==> config.mk <==
export PLATFORM = sky130hd
export DESIGN_NAME = instruction_fetch_stage
export DESIGN_NICKNAME = d
export VERILOG_FILES = /design/src/rtl/instruction_fetch_stage.sv
export SDC_FILE = /design/constraint.sdc
export NUM_CORES = 1
export LEC_CHECK = 0
export BUFFER_PORTS_ARGS = -buffer_cell sky130_fd_sc_hd__buf_2
export CAP_MARGIN = 20
export CORE_ASPECT_RATIO = 1.4
export CORE_MARGIN = 3
export CORE_UTILIZATION = 43
export DETAILED_ROUTE_END_ITERATION = 6
export PLACE_DENSITY = 0.73
export SLEW_MARGIN = 5
export SYNTH_ARGS = -nofsm -noshare
export SYNTH_HDL_FRONTEND = slang
export SYNTH_SLANG_ARGS = --single-unit
==> constraint.sdc <==
create_clock -name i_clk -period 2.2 [get_ports i_clk]
set_input_delay 0.22 -clock i_clk [delete_from_list [all_inputs] [get_ports i_clk]]
set_output_delay 0.22 -clock i_clk [all_outputs]
set_load 0.02 [all_outputs]
==> src/rtl/instruction_fetch_stage.sv <==
`default_nettype none
// ============================================================================
// Module      : instruction_fetch_stage
// Description : IF stage of a 5-stage MIPS pipeline. It holds the PC register,
//               selects the next PC, drives the instruction-memory address and
//               captures the fetched instruction into the IF/ID register.
//               It honours the load-use stall, applies ID-resolved jump/branch
//               redirects with a flush, freezes fetch on a HALT instruction,
//               and holds all state while the debug enable is low.
// Ports       :
//   i_clk           clock, all state updates on the rising edge
//   i_reset         synchronous active-high reset
//   i_enable        debug-unit enable; low holds all state
//   i_stall         load-use stall from the hazard detection unit
//   i_branch_taken  ID-resolved taken branch
//   i_branch_addr   branch target
//   i_jump          ID-resolved jump (J/JAL/JR/JALR)
//   i_jump_addr     jump target
//   i_instr         instruction read combinationally from imem at o_pc
//   o_pc            current PC, imem address
//   o_if_id_instr   IF/ID instruction
//   o_if_id_pc4     IF/ID PC+4
//   o_if_id_valid   1 = real instruction in IF/ID, 0 = bubble
//   o_halted        fetch halted
// Revision    : 1.0 - initial release
// ============================================================================
module instruction_fetch_stage #(
    parameter int                   NB_PC       = 32,
    parameter int                   NB_INSTR    = 32,
    parameter logic [NB_PC-1:0]     RESET_PC    = '0,
    parameter logic [NB_INSTR-1:0]  HALT_OPCODE = 32'hFFFF_FFFF,
    parameter logic [NB_INSTR-1:0]  NOP_INSTR   = 32'h0000_0000
) (
    input  logic                 i_clk,
    input  logic                 i_reset,
    input  logic                 i_enable,
    input  logic                 i_stall,
    input  logic                 i_branch_taken,
    input  logic [NB_PC-1:0]     i_branch_addr,
    input  logic                 i_jump,
    input  logic [NB_PC-1:0]     i_jump_addr,
    input  logic [NB_INSTR-1:0]  i_instr,
    output logic [NB_PC-1:0]     o_pc,
    output logic [NB_INSTR-1:0]  o_if_id_instr,
    output logic [NB_PC-1:0]     o_if_id_pc4,
    output logic                 o_if_id_valid,
    output logic                 o_halted
);

    localparam logic [0:0]        c_ST_RUN    = 1'b0;
    localparam logic [0:0]        c_ST_HALTED = 1'b1;
    localparam logic [NB_PC-1:0]  c_PC_STEP   = NB_PC'(4);

    logic [0:0]           r_state;
    logic [NB_PC-1:0]     r_pc;
    logic [NB_INSTR-1:0]  r_if_id_instr;
    logic [NB_PC-1:0]     r_if_id_pc4;
    logic                 r_if_id_valid;

    logic [NB_PC-1:0]     w_pc_plus4;
    logic [NB_PC-1:0]     w_jump_target;
    logic [NB_PC-1:0]     w_branch_target;
    logic                 w_is_halt;

    // Wraps modulo 2^NB_PC by construction.
    assign w_pc_plus4      = r_pc + c_PC_STEP;
    // Targets are always word aligned regardless of what ID hands us.
    assign w_jump_target   = {i_jump_addr[NB_PC-1:2], 2'b00};
    assign w_branch_target = {i_branch_addr[NB_PC-1:2], 2'b00};
    assign w_is_halt       = (i_instr == HALT_OPCODE);

    always_ff @(posedge i_clk) begin
        if (i_reset) begin
            r_state       <= c_ST_RUN;
            r_pc          <= RESET_PC;
            r_if_id_instr <= NOP_INSTR;
            r_if_id_pc4   <= '0;
            r_if_id_valid <= 1'b0;
        end else if (i_enable) begin
            case (r_state)
                c_ST_RUN: begin
                    // While stalled the ID instruction is not yet valid, so
                    // any redirect it presents is ignored too.
                    if (!i_stall) begin
                        if (i_jump) begin
                            r_pc          <= w_jump_target;
                            r_if_id_instr <= NOP_INSTR;
                            r_if_id_valid <= 1'b0;
                        end else if (i_branch_taken) begin
                            r_pc          <= w_branch_target;
                            r_if_id_instr <= NOP_INSTR;
                            r_if_id_valid <= 1'b0;
                        end else if (w_is_halt) begin
                            // Pass the HALT down once; PC freezes on it.
                            r_if_id_instr <= i_instr;
                            r_if_id_pc4   <= w_pc_plus4;
                            r_if_id_valid <= 1'b1;
                            r_state       <= c_ST_HALTED;
                        end else begin
                            r_if_id_instr <= i_instr;
                            r_if_id_pc4   <= w_pc_plus4;
                            r_if_id_valid <= 1'b1;
                            r_pc          <= w_pc_plus4;
                        end
                    end
                end
                default: begin
                    // Halted: feed bubbles; a stall keeps the HALT in IF/ID
                    // until ID can accept it.
                    if (!i_stall) begin
                        r_if_id_instr <= NOP_INSTR;
                        r_if_id_valid <= 1'b0;
                    end
                end
            endcase
        end
    end

    assign o_pc          = r_pc;
    assign o_if_id_instr = r_if_id_instr;
    assign o_if_id_pc4   = r_if_id_pc4;
    assign o_if_id_valid = r_if_id_valid;
    assign o_halted      = (r_state == c_ST_HALTED);

endmodule
`default_nettype wire

==> out/summary.txt <==
status - completed
total overflow reported by the global router - 0
number of remaining DRC errors - 0
Clock Tree Buf Depth - 2
Syn-to-layout area delta - 31.7%
io pins - 200
register bit count reported by yosys - 94
Total GRT Usage - 25.4%
total negative setup slack - 0 ns
synthesized area per cell - 8.19 sq um
post-DR vias/cell - 5.71
RSZ-0062 raised after global routing - false
Mapped Cells - 573
post-CTS setup buffer count - 0
fin crit share - 96.3%
CP Data Arrival Time - 2.40 ns
TritonCTS Sinks - 94
CTS Hold Bufs - 0
RePlAce Congestion - 0.856
Slew Viols, Final - 0
Worst Path Required - 2.48 ns
WHS - 0.124 ns
initial core utilization - 44.6%
Yosys Warn Count - 0
first-pass GRT wire length - 24500 um
CTS clk-pin slew, worst paths - 0.07 ns
DR vias - 5125
Placeable Area - 10500 sq um
post-route antenna net violation count - 0
Setup Skew - 0.00573 ns
number of synthesized flops with an enable pin - 0
min cycle time layout - 2.12 ns
port bufs - 191
Cell Rows - 44
initial antenna violation count - 0
number of global-route vias before repair - 4932
PD cells - 643 nW/um^2
crit-path max FO - 6
Die X - 94.3 um
CTS Buf Count - 9
final std cells w/o fill - 897
leakage - 2.70 nW
layout cells sized above 1 - 33.6%
Max Cap Viol - 0
worst vdd ir - 0.509 mV
# H-tree levels - 3
CTS root buf - clkbuf_16
largest net degree at the start of global routing - 88
crit start category - register
share of the synthesized area in the top cell type - 40.1%
synth unique cells - 60
leading post-synthesis cells by cell area - dfxtp_1 40%, nor2_1 6.7%, a22oi_1 5.8%
drt wl/cell - 17.5 um
Worst Setup End Kind - register
Worst-Skew Late Latency - 0.35 ns
Die ar. - 12200 sq um
area leader, netlist - dfxtp_1
Placed Cells - 881
Slew @ Worst Pin - 0.756 ns
total power - 0.00397 W
Diodes inserted - 0
DPL Wire Length - 11100 um
synthesized cell area - 4690 sq um
Hold Vio Cnt, Final - 0
WS Path Type - register to register
fmax - 472 MHz
share of flip-flops with an asynchronous set or reset - 0%
routed wire length - 15700 um
Seq/Total Area, Yosys - 40.1%
hold crit path type - input pin to register
CTS tree - done
first-pass iteration count of the detailed router - 7
Final setup viols - 0
first-iteration detailed-routing DRC count - 330
Layout fillers - 998
slew margin rel. - 49.6%
nets - 857
Die H - 130 um
Top FF cell, synth - dfxtp_1
-- layout make-up --
class | instances | area (sq um) | share of cell area (%)
clock buffers | 9 | 225 | 3.64
clock inverters | 7 | 66.3 | 1.07
inverters | 8 | 30.0 | 0.486
multi-input cells | 418 | 2560 | 41.4
flip-flops and latches | 94 | 1880 | 30.5
well taps | 138 | 173 | 2.79
repair buffers | 223 | 1250 | 20.2
-- cell usage in the layout (no fill, tap or decap), types with 15 or more instances in the layout --
cell type and instances:
a211oi_1 26, a21oi_1 44, a22oi_1 36, buf_2 191, buf_4 28, dfxtp_1 94, nand2_1 33, nand3_1 15
nand4_1 24, nor2_1 84, o21ai_0 32, xor2_1 21
-- state kept, by name, indices dropped and copies added (netlist names) --
register,flops
o_if_id_valid,1
o_halted,1
o_if_id_pc4,30
o_if_id_instr,32
o_pc,30
-- layer usage --
metal  up-vias  wire length, um  global-route usage, %
met4         0              433                   11.5
met1      2402             5800                   29.6
met2       225             8290                   45.0
met5         -                0                      0
li1       2462                -                      -
met3        36             1140                   4.70
-- stage by stage --
step	util, %	worst slack [ns]	instance area (sq um)
6_report	58.8	0.0812	6180
5_1_grt	58.8	0.00186	6180
4_1_cts	58.7	0.0356	6180
3_5_place_dp	56.0	0.0700	5890
3_3_place_gp	56.0	0.120	5890
2_1_floorplan	-	0.00727	4710
-- power by group --
group | internal, W | switching, W
clock network | 0.000799 | 0.000742
logic | 0.000241 | 0.000378
registers | 0.00176 | 0.0000527
total | 0.00280 | 0.00117
-- worst max-delay path: stages (launching register included) --
cell and delay [ns]:
dfxtp_1 0.44, nand3_1 0.23, or4_1 0.75, nor4_1 0.33
o21ai_0 0.16, a21oi_1 0.14
-- what timing repair did --
item / 4_1_cts / 5_1_grt
endpoints found under the setup margin: 0 / 4
resized for setup: 0 / 1
endpoints found under the hold margin: 0 / 0
-- path summary, 6_finish.rpt --
| path | endpoint | cells past startpoint | from | slack (ns) |
|---|---|---|---|---|
| setup / recovery | o_pc[19]$_SDFFE_PP0P_ | 5 | o_pc[11]$_SDFFE_PP0P_ | 0.08 |
| hold / removal | o_if_id_instr[2]$_SDFFE_PP0P_ | 3 | i_instr[2] | 0.12 |
| setup reg to reg | o_pc[19]$_SDFFE_PP0P_ | 5 | o_pc[11]$_SDFFE_PP0P_ | 0.08 |
| hold reg to reg | o_if_id_pc4[28]$_SDFFE_PP0P_ | 2 | o_if_id_pc4[28]$_SDFFE_PP0P_ | 0.45 |
-- cells in the mapped netlist, types with 5 or more instances --
| library cell | number |
|---|---|
| nor2_1 | 84 |
| nor4_1 | 7 |
| o211ai_1 | 5 |
| dfxtp_1 | 94 |
| a211oi_1 | 26 |
| nand4_1 | 24 |
| nand3_1 | 15 |
| buf_4 | 6 |
| and4_1 | 5 |
| o21ai_0 | 32 |
| nand2_1 | 33 |
| a211o_1 | 8 |
| a22oi_1 | 36 |
| xnor2_1 | 6 |
| inv_1 | 6 |
| xor2_1 | 21 |
| a31oi_1 | 9 |
| a21oi_1 | 44 |
| buf_2 | 12 |
| clkbuf_1 | 35 |
-- cell families (layout without fill, tap and decap cells) --
logic type      count (synthesis)  count (layout)  synth area share [%]
simple gates                  199             199                  21.6
other cells                     1               4                0.0799
fa+ha+maj                       1               1                 0.267
flops                          94              94                  40.1
mux                             1               1                 0.213
buf+inv                        64             247                  5.97
compound gates                186             186                  26.8
xor+xnor                       27              27                  5.04
Power figures use the tool's default switching activity.
